## config.mk

```make
export PLATFORM = sky130hd
export DESIGN_NAME = imem_responder_flat
export DESIGN_NICKNAME = d
export VERILOG_FILES = /design/src/rtl/imem_responder_if.sv /design/src/rtl/imem_responder.sv /design/src/flat_wrapper.sv
export SDC_FILE = /design/constraint.sdc
export NUM_CORES = 1
export LEC_CHECK = 0
export ABC_AREA = 0
export CAP_MARGIN = 20
export CELL_PAD_IN_SITES_DETAIL_PLACEMENT = 1
export CELL_PAD_IN_SITES_GLOBAL_PLACEMENT = 1
export CORE_MARGIN = 1
export CORE_UTILIZATION = 45
export CTS_CLUSTER_SIZE = 20
export DETAILED_ROUTE_END_ITERATION = 8
export PLACE_DENSITY_LB_ADDON = 0.1
export SYNTH_ARGS = -nofsm -noshare
export SYNTH_HDL_FRONTEND = slang
export SYNTH_SLANG_ARGS = --single-unit
```

## constraint.sdc

```tcl
create_clock -name clk -period 7.6 [get_ports clk]
set_clock_uncertainty 0.15 [all_clocks]
set_input_delay 2.28 -clock clk [delete_from_list [all_inputs] [get_ports clk]]
set_output_delay 2.28 -clock clk [all_outputs]
set_load 0.005 [all_outputs]
```

## src/rtl/imem_responder_if.sv

```systemverilog
// Fetch-side handshake plus the external 16-bit SRAM read port of the instruction memory responder.
// Latency: wires only.
// Backpressure: busy is the freeze towards the fetch stage; the SRAM side has none.
interface imem_responder_if #(
    parameter int ADDR_W = 18
);
    logic              req;
    logic [31:0]       addr;
    logic              flush;
    logic              ack;
    logic [31:0]       instruction;
    logic              busy;
    logic              err;
    logic [ADDR_W-1:0] sram_addr;
    logic [15:0]       sram_dq;
    logic              sram_oe_n;

    // master = fetch stage together with the SRAM device; slave = the responder
    modport master (
        output req, addr, flush, sram_dq,
        input  ack, instruction, busy, err, sram_addr, sram_oe_n
    );

    modport slave (
        input  req, addr, flush, sram_dq,
        output ack, instruction, busy, err, sram_addr, sram_oe_n
    );
endinterface

```

## src/rtl/imem_responder.sv

```systemverilog
// Instruction fetch responder: assembles a 32-bit word from two 16-bit SRAM reads, one-entry word cache.
// Latency: miss 2*(WAIT_CYCLES+1)+1 cycles from the accepting edge to ack, hit 1 cycle.
// Backpressure: busy freezes the fetch stage while accepting or reading; flush aborts reads and gates ack.
module imem_responder #(
    parameter int ADDR_W      = 18,
    parameter int WAIT_CYCLES = 1
) (
    input  logic clk,
    input  logic rst,
    imem_responder_if.slave bus
);

    typedef enum logic [1:0] {
        IDLE = 2'd0,
        LOW  = 2'd1,
        HIGH = 2'd2,
        DONE = 2'd3
    } state_t;

    localparam int             WCW       = (WAIT_CYCLES > 0) ? $clog2(WAIT_CYCLES + 1) : 1;
    localparam logic [WCW-1:0] WAIT_LAST = WCW'(WAIT_CYCLES);

    state_t          state_q, state_d;
    logic [WCW-1:0]  wait_q, wait_d;
    logic [31:0]     addr_q, addr_d;
    logic [15:0]     low_q, low_d;
    logic [31:0]     instr_q, instr_d;
    logic            err_q, err_d;
    logic            cache_vld_q, cache_vld_d;
    logic [31:0]     cache_tag_q, cache_tag_d;
    logic [31:0]     cache_dat_q, cache_dat_d;

    logic            addr_legal;
    logic            accept;
    logic            hit;
    logic            phase_last;

    assign addr_legal = (bus.addr[1:0] == 2'b00) && (bus.addr[31:ADDR_W+1] == '0);
    assign accept     = (state_q == IDLE) && bus.req && !bus.flush;
    assign hit        = cache_vld_q && (cache_tag_q == bus.addr);
    assign phase_last = (wait_q == WAIT_LAST);

    always_ff @(posedge clk or negedge rst) begin
        if (!rst) begin
            state_q <= IDLE;
        end else begin
            state_q <= state_d;
        end
    end

    always_comb begin
        state_d = state_q;
        case (state_q)
            IDLE: begin
                if (accept && addr_legal) begin
                    state_d = hit ? DONE : LOW;
                end
            end
            LOW: begin
                if (bus.flush) begin
                    state_d = IDLE;
                end else if (phase_last) begin
                    state_d = HIGH;
                end
            end
            HIGH: begin
                if (bus.flush) begin
                    state_d = IDLE;
                end else if (phase_last) begin
                    state_d = DONE;
                end
            end
            DONE: begin
                state_d = IDLE;
            end
            default: begin
                state_d = IDLE;
            end
        endcase
    end

    always_comb begin
        bus.ack       = 1'b0;
        bus.busy      = 1'b0;
        bus.sram_oe_n = 1'b1;
        bus.sram_addr = '0;
        case (state_q)
            IDLE: begin
                bus.busy = bus.req && !bus.flush;
            end
            LOW: begin
                bus.busy      = 1'b1;
                bus.sram_oe_n = 1'b0;
                bus.sram_addr = addr_q[ADDR_W:1];
            end
            HIGH: begin
                bus.busy      = 1'b1;
                bus.sram_oe_n = 1'b0;
                bus.sram_addr = addr_q[ADDR_W:1] + ADDR_W'(1);
            end
            DONE: begin
                // busy stays low here so the fetch stage advances on the ack edge
                bus.ack = !bus.flush;
            end
            default: begin
                bus.busy = 1'b0;
            end
        endcase
    end

    assign bus.err         = err_q;
    assign bus.instruction = instr_q;

    // Datapath: instruction and cache are loaded on the edge that enters DONE,
    // so a flush during DONE only gates ack and never the write.
    always_comb begin
        wait_d      = wait_q;
        addr_d      = addr_q;
        low_d       = low_q;
        instr_d     = instr_q;
        err_d       = 1'b0;
        cache_vld_d = cache_vld_q;
        cache_tag_d = cache_tag_q;
        cache_dat_d = cache_dat_q;
        case (state_q)
            IDLE: begin
                wait_d = '0;
                if (accept) begin
                    if (addr_legal) begin
                        addr_d = bus.addr;
                        if (hit) begin
                            instr_d = cache_dat_q;
                        end
                    end else begin
                        err_d = 1'b1;
                    end
                end
            end
            LOW: begin
                if (bus.flush || phase_last) begin
                    wait_d = '0;
                end else begin
                    wait_d = wait_q + WCW'(1);
                end
                if (!bus.flush && phase_last) begin
                    low_d = bus.sram_dq;
                end
            end
            HIGH: begin
                if (bus.flush || phase_last) begin
                    wait_d = '0;
                end else begin
                    wait_d = wait_q + WCW'(1);
                end
                if (!bus.flush && phase_last) begin
                    instr_d     = {bus.sram_dq, low_q};
                    cache_vld_d = 1'b1;
                    cache_tag_d = addr_q;
                    cache_dat_d = {bus.sram_dq, low_q};
                end
            end
            DONE: begin
                wait_d = '0;
            end
            default: begin
                wait_d = '0;
            end
        endcase
    end

    always_ff @(posedge clk or negedge rst) begin
        if (!rst) begin
            wait_q      <= '0;
            addr_q      <= '0;
            low_q       <= '0;
            instr_q     <= '0;
            err_q       <= 1'b0;
            cache_vld_q <= 1'b0;
            cache_tag_q <= '0;
            cache_dat_q <= '0;
        end else begin
            wait_q      <= wait_d;
            addr_q      <= addr_d;
            low_q       <= low_d;
            instr_q     <= instr_d;
            err_q       <= err_d;
            cache_vld_q <= cache_vld_d;
            cache_tag_q <= cache_tag_d;
            cache_dat_q <= cache_dat_d;
        end
    end

endmodule

```

## src/flat_wrapper.sv

```systemverilog
// flat-port wrapper written by rule: the top's interface ports become plain ports
module imem_responder_flat 
#(
    parameter int ADDR_W      = 18,
    parameter int WAIT_CYCLES = 1
)
  (clk, rst, bus_req, bus_addr, bus_flush, bus_sram_dq, bus_ack, bus_instruction, bus_busy, bus_err, bus_sram_addr, bus_sram_oe_n);
  imem_responder_if #(.ADDR_W(ADDR_W)) bus_i ();
  input  logic clk;
  input  logic rst;
  input wire logic [$bits(bus_i.req)-1:0] bus_req;
  input wire logic [$bits(bus_i.addr)-1:0] bus_addr;
  input wire logic [$bits(bus_i.flush)-1:0] bus_flush;
  input wire logic [$bits(bus_i.sram_dq)-1:0] bus_sram_dq;
  output wire logic [$bits(bus_i.ack)-1:0] bus_ack;
  output wire logic [$bits(bus_i.instruction)-1:0] bus_instruction;
  output wire logic [$bits(bus_i.busy)-1:0] bus_busy;
  output wire logic [$bits(bus_i.err)-1:0] bus_err;
  output wire logic [$bits(bus_i.sram_addr)-1:0] bus_sram_addr;
  output wire logic [$bits(bus_i.sram_oe_n)-1:0] bus_sram_oe_n;
  assign bus_i.req = bus_req;
  assign bus_i.addr = bus_addr;
  assign bus_i.flush = bus_flush;
  assign bus_i.sram_dq = bus_sram_dq;
  assign bus_ack = bus_i.ack;
  assign bus_instruction = bus_i.instruction;
  assign bus_busy = bus_i.busy;
  assign bus_err = bus_i.err;
  assign bus_sram_addr = bus_i.sram_addr;
  assign bus_sram_oe_n = bus_i.sram_oe_n;
  imem_responder #(.ADDR_W(ADDR_W), .WAIT_CYCLES(WAIT_CYCLES)) u_core (.clk(clk), .rst(rst), .bus(bus_i));
endmodule
```

==> out/results.ini, run 1 <==
[detailed_routing]
antenna_violation_net_count_after_detailed_routing=0
routed_wl_um=16000
routedWlPerCell_um=19.4
via_count=4492
vias_per_cell=5.46
first_iter_violations=145
dr.pass1.iters=4
drc=0

[critical_path]
regToRegSetupSlack_ps=3540
critical_path.max_fanout=4
cp.required_ps=5170
critPathLaunchType=primary input
critical_path_class=primary input to output port
worst-endpoint-arrival_ps=3720
kind_of_end_point_of_the_critical_path=output port

[finish]
fin_nets=683
insertedDiodeCount=0
filler_cell_count=1455
final_layout_size_suffix_gt1_share_pct=26.6
area_delta_synth_final_pct=25.1

[clock_tree]
later_pin_clock_latency_in_the_skew_report_ps=420
clock_tree_from_tritoncts=yes
post_cts_buffers=0
clk_path_buf_depth=2
clock_sink_count=149
cts_made_buffers=17
cts-resized-gates=0
clock_tree.htree_level_count=4
count_of_hold_buffers_inserted_by_post_cts_repair=0
worst_setup_hold_path_clk_slew_ps=60
clk_root_buffer_cell=clkbuf_16

[sta]
max_slew_margin_pct=35.9
rsz_0062_raised_after_global_routing=false
worst_slack_ps=1450
setup-tns-final_ps=0
report.final.slew_viol_count=0
final_min_period_over_clock_period_pct=80.9
achievable-frequency_mhz=163
hold_viol_final=0
finalSetupViolations=0
timing_worst_slew_pin_value_ps=961
finalWorstPathRequiredPeriod_ps=6150

[global_route]
globalRouteOverflowTotal=0
grt_first_pass_wirelength_um=26700
grt_max_degree=91
grt_resource_usage_total_pct=22.0
grt_pass1_vias=5099
grt_antenna_before_repair=0

[placement]
global_placement_routability_congestion=0.778
placement.setup.worst_slack_ps=1440
dp_hpwl_um=10700
numPortBuffers=105

[synthesis]
async_flop_share_pct=100
synth_top_cells_by_area=dfrtp_1 (54%), mux2_2 (21%), mux2_1 (4.9%)
ys_types=37
yosysTopAreaCell=dfrtp_1
count_of_warnings_emitted_by_yosys=0
ys_seq_elements=149
synth-main-ff-cell=dfrtp_1
post-synth-top-area-fraction_pct=54.0
synth.avg_cell_area_um2=13.1
synth_edf_count=0
mapped_area_mm2=0.00690
seq_area_frac_synth_pct=54.0
mappedNetlistNets=583
synthesis.instances=525

[pwr]
total_switching_power_mw=0.775
share_comb_of_total_power_pct=29.0
p_clk_share_pct=29.5
netSwitchingFraction_pct=29.6
power.leakage_nw=3.99
p_int_mw=1.84
seq_power_share_pct=41.4
irDropWorstVdd_mv=0.197
powerDensity_mw_per_mm2=303

[outcome]
status=finished clean

[flow_run]
maxCapViolCount=0

[floorplan]
die_area_mm2=0.0158
rows=44
fp.dieH_um=126
core_area_mm2=0.0148
initial_utilization_pct=46.8
die_x_um=126
top_level_ports=106

[hold_path]
timing.hold.worst.class=register to register

[cell usage after synthesis (all sizes together) (8+ instances only)]
cell type / n
nor2: 14
xnor2: 21
o21ai: 8
inv: 11
nor4: 8
clkbuf: 21
nand2: 13
dfrtp: 149
a22oi: 10
nand4: 9
nor2b: 22
xor2: 15
nand3: 11
mux2: 161
[flip-flops by register name (all words and copies together), names as in the netlist]
signal                  cells
u_core.low_q               16
u_core.cache_dat_q         32
u_core.bus.instruction     32
u_core.bus.err              1
u_core.phase_last           1
u_core.addr_q              32
u_core.cache_vld_q          1
u_core.state_q              2
u_core.cache_tag_q         32
[power groups by stage]
stage / Clock (mW) / Sequential [mW] / Combinational, mW
2_1_floorplan: 0 / 1.07 / 0.454
3_3_place_gp: 0 / 1.08 / 0.737
3_5_place_dp: 0 / 1.10 / 0.767
4_1_cts: 0.790 / 1.09 / 0.775
5_1_grt: 0.823 / 1.11 / 0.833
6_report: 0.773 / 1.09 / 0.761
[routing by layer]
layer / track usage, % / part of all wire, %
met2: 38.6 / 51
met3: 5.90 / 4.5
met5: 0 / 0
met1: 25.9 / 42
met4: 8.22 / 2.3
[per-stage QoR]
stage	total power, mW	std cells	util [%]	hold slack (ps)	cell area, um^2
6_report	2.62	822	58.5	300	8640
3_3_place_gp	1.82	790	54.9	289	8090
3_5_place_dp	1.86	790	54.9	291	8090
5_1_grt	2.77	822	58.5	332	8640
4_1_cts	2.65	822	58.5	301	8640
2_1_floorplan	1.52	525	-	265	6900
[worst paths after layout]
path                              startpoint                          to  depth (start not counted)
min in group asynchronous                rst           u_core.addr_q[22]                          1
hold reg to reg            u_core.phase_last           u_core.phase_last                          1
hold / removal             u_core.phase_last           u_core.phase_last                          1
setup / recovery                   bus_flush                    bus_busy                          5
setup reg to reg           u_core.state_q[0]  u_core.bus.instruction[26]                          9
max in group asynchronous                rst  u_core.bus.instruction[31]                          2
[layout make-up]
cell class / count / area (um^2) / area share, %
clock inverter: 12 / 95.1 / 1.10
clock buffer: 20 / 447 / 5.17
multi-input combinational: 337 / 3010 / 34.9
sequential: 149 / 3730 / 43.2
inverter: 11 / 41.3 / 0.478
timing repair buffer: 109 / 1080 / 12.5
tap: 184 / 230 / 2.67
[cell usage in the layout, fill, tap and decap left out, types with 2 or more instances in the layout]
cell type,instances
a21oi_1,7
a22oi_1,10
a311oi_1,2
and3_1,2
and4_1,2
buf_4,4
clkbuf_1,2
clkbuf_16,17
clkdlybuf4s50_1,104
clkinv_2,2
clkinv_4,2
clkinvlp_4,4
dfrtp_1,149
ha_1,5
inv_1,11
inv_6,3
mux2_1,30
mux2_2,131
nand2_1,12
nand2b_1,6
nand3_1,11
nand3b_1,3
nand4_1,9
nor2_1,13
nor2b_1,22
nor3_1,6
nor4_1,8
o2111ai_1,2
o21ai_0,8
xnor2_1,21
xor2_1,15
[critical path: stages]
cell and delay (ps):
clkdlybuf4s50_1 460, inv_1 110, nand3_1 160, a21oi_1 180
clkdlybuf4s50_1 520
[kinds of logic (layout without fill, tap and decap cells)]
kind of cell | after synthesis | in the layout | share of synthesized area (%)
mux | 162 | 162 | 26.4
compound gates | 35 | 35 | 3.55
fa+ha+maj | 6 | 6 | 1.09
xor+xnor | 36 | 36 | 4.57
simple gates | 98 | 98 | 7.87
flops | 149 | 149 | 54.0
buf+inv | 39 | 152 | 2.47
Power figures use the tool's default switching activity.
==> run 2: changes to the inputs <==
Settings changed: CORE_UTILIZATION 45 to 44.
Clock period 7.6 ns to 6.4 ns, I/O delays scaled along.
==> out/results.ini, run 2 (synthesis gave the netlist of run 1 again) <==
[sta]
setup-tns-final_ps=0
rsz_0062_raised_after_global_routing=false
final_min_period_over_clock_period_pct=84.8
timing_worst_slew_pin_value_ps=932
finalWorstPathRequiredPeriod_ps=5430
hold_viol_final=0
achievable-frequency_mhz=184
max_slew_margin_pct=37.9
finalSetupViolations=0
report.final.slew_viol_count=0
holdWs_ps=316

[detailed_routing]
antenna_violation_net_count_after_detailed_routing=0
first_iter_violations=133
vias_per_cell=5.26
drc=0
via_count=4470
routed_wl_um=15400
dr.pass1.iters=4
routedWlPerCell_um=18.1

[finish]
filler_cell_count=1519
mostFrequentLayoutCell=dfrtp_1
ff_latch_area_mm2=0.00373
insertedDiodeCount=0
multiInputGateArea_mm2=0.00301
final_layout_size_suffix_gt1_share_pct=26.8
layout.core_utilization_pct=57.2
area_delta_synth_final_pct=26.6
fin_nets=685
most-common-layout-cells=dfrtp_1 (149), mux2_2 (131), clkdlybuf4s50_1 (104), mux2_1 (30), nor2b_1 (22)

[critical_path]
critPathMaxStageDelay_ps=520
rr_startpoint=u_core.state_q[0]
kind_of_end_point_of_the_critical_path=output port
critPathLaunchType=primary input
critical_path.startpoint=bus_flush
critical_path_class=primary input to output port
critical_path.max_fanout=4
crit_path_end=bus_busy
worst-endpoint-arrival_ps=3360
rr_endpoint=u_core.bus.instruction[26]
cp.required_ps=4330
regToRegSetupSlack_ps=3450
path_cells=clkdlybuf4s50_1 -> inv_1 -> nand3_1 -> a21oi_1 -> clkdlybuf4s50_1
path_common_cell=clkdlybuf4s50_1
r2r_cells=8
cpMaxStageDelayCell=clkdlybuf4s50_1

[floorplan]
core_area_mm2=0.0153
rows=45
top_level_ports=106
die_area_mm2=0.0162
die_x_um=127
fp.dieH_um=127
initial_utilization_pct=45.2

[global_route]
grt_first_pass_wirelength_um=26100
grt_pass1_vias=4924
grt_resource_usage_total_pct=21.2
grt_max_degree=67
globalRouteOverflowTotal=0
grt_antenna_before_repair=0

[clock_tree]
clk_root_buffer_cell=clkbuf_16
count_of_hold_buffers_inserted_by_post_cts_repair=0
post_cts_buffers=0
cts_made_buffers=17
later_pin_clock_latency_in_the_skew_report_ps=410
worst_setup_hold_path_clk_slew_ps=60
cts-resized-gates=0
clk_path_buf_depth=2
clock_tree_from_tritoncts=yes
clock_tree.htree_level_count=4
clock_sink_count=149

[outcome]
status=finished clean

[hold_path]
timing.hold.worst.class=register to register

[pwr]
irDropWorstVdd_mv=0.181
powerDensity_mw_per_mm2=364
power.leakage_nw=4.03

[placement]
global_placement_routability_congestion=0.781
dp_hpwl_um=10400
numPortBuffers=105

[flow_run]
maxCapViolCount=0

[run 2: report_power, final]
group	internal, mW	switching, mW
Combinational	0.518	0.379
Clock	0.624	0.372
Sequential	1.16	0.125
Total	2.30	0.876
[run 2: layout make-up]
| type | count | area share, % |
|---|---|---|
| sequential | 149 | 42.7 |
| multi-input combinational | 337 | 34.4 |
| timing repair buffer | 111 | 12.6 |
| clock buffer | 24 | 5.74 |
| tap | 211 | 3.02 |
| clock inverter | 7 | 1.07 |
| inverter | 11 | 0.473 |
[run 2: layer usage]
metal  vias to the layer above  routed length [um]  global-route usage, %
li1                       2063                   -                      -
met1                      2308                6600                   26.0
met2                        89                7970                   36.3
met3                        10                 583                   6.03
met4                         0                 225                   6.65
met5                         -                   0                      0
[run 2: critical path: cells and delay by family]
family,cells,cell delay [ps]
AOI/OAI and AO/OA,1,190
buffers and inverters,3,1090
and+or+nand+nor,1,160
[run 2: worst min path at each step]
stage | endpoint | from | cells after the start | slack, ps
5_1_grt | u_core.phase_last | u_core.phase_last | 1 | 350
3_3_place_gp | u_core.phase_last | u_core.phase_last | 1 | 290
3_5_place_dp | u_core.cache_vld_q | u_core.cache_vld_q | 1 | 310
6_report | u_core.phase_last | u_core.phase_last | 1 | 320
4_1_cts | u_core.phase_last | u_core.phase_last | 1 | 320
2_1_floorplan | u_core.phase_last | u_core.phase_last | 1 | 260
[run 2: per-stage QoR]
step           instances  power, mW  setup slack, ps  cell area (um^2)
3_5_place_dp         819       2.20              977              8140
6_report             850       3.18              972              8730
4_1_cts              850       3.23              975              8730
3_3_place_gp         819       2.16             1010              8140
5_1_grt              850       3.37              743              8730
2_1_floorplan        525       1.81             2010              6900
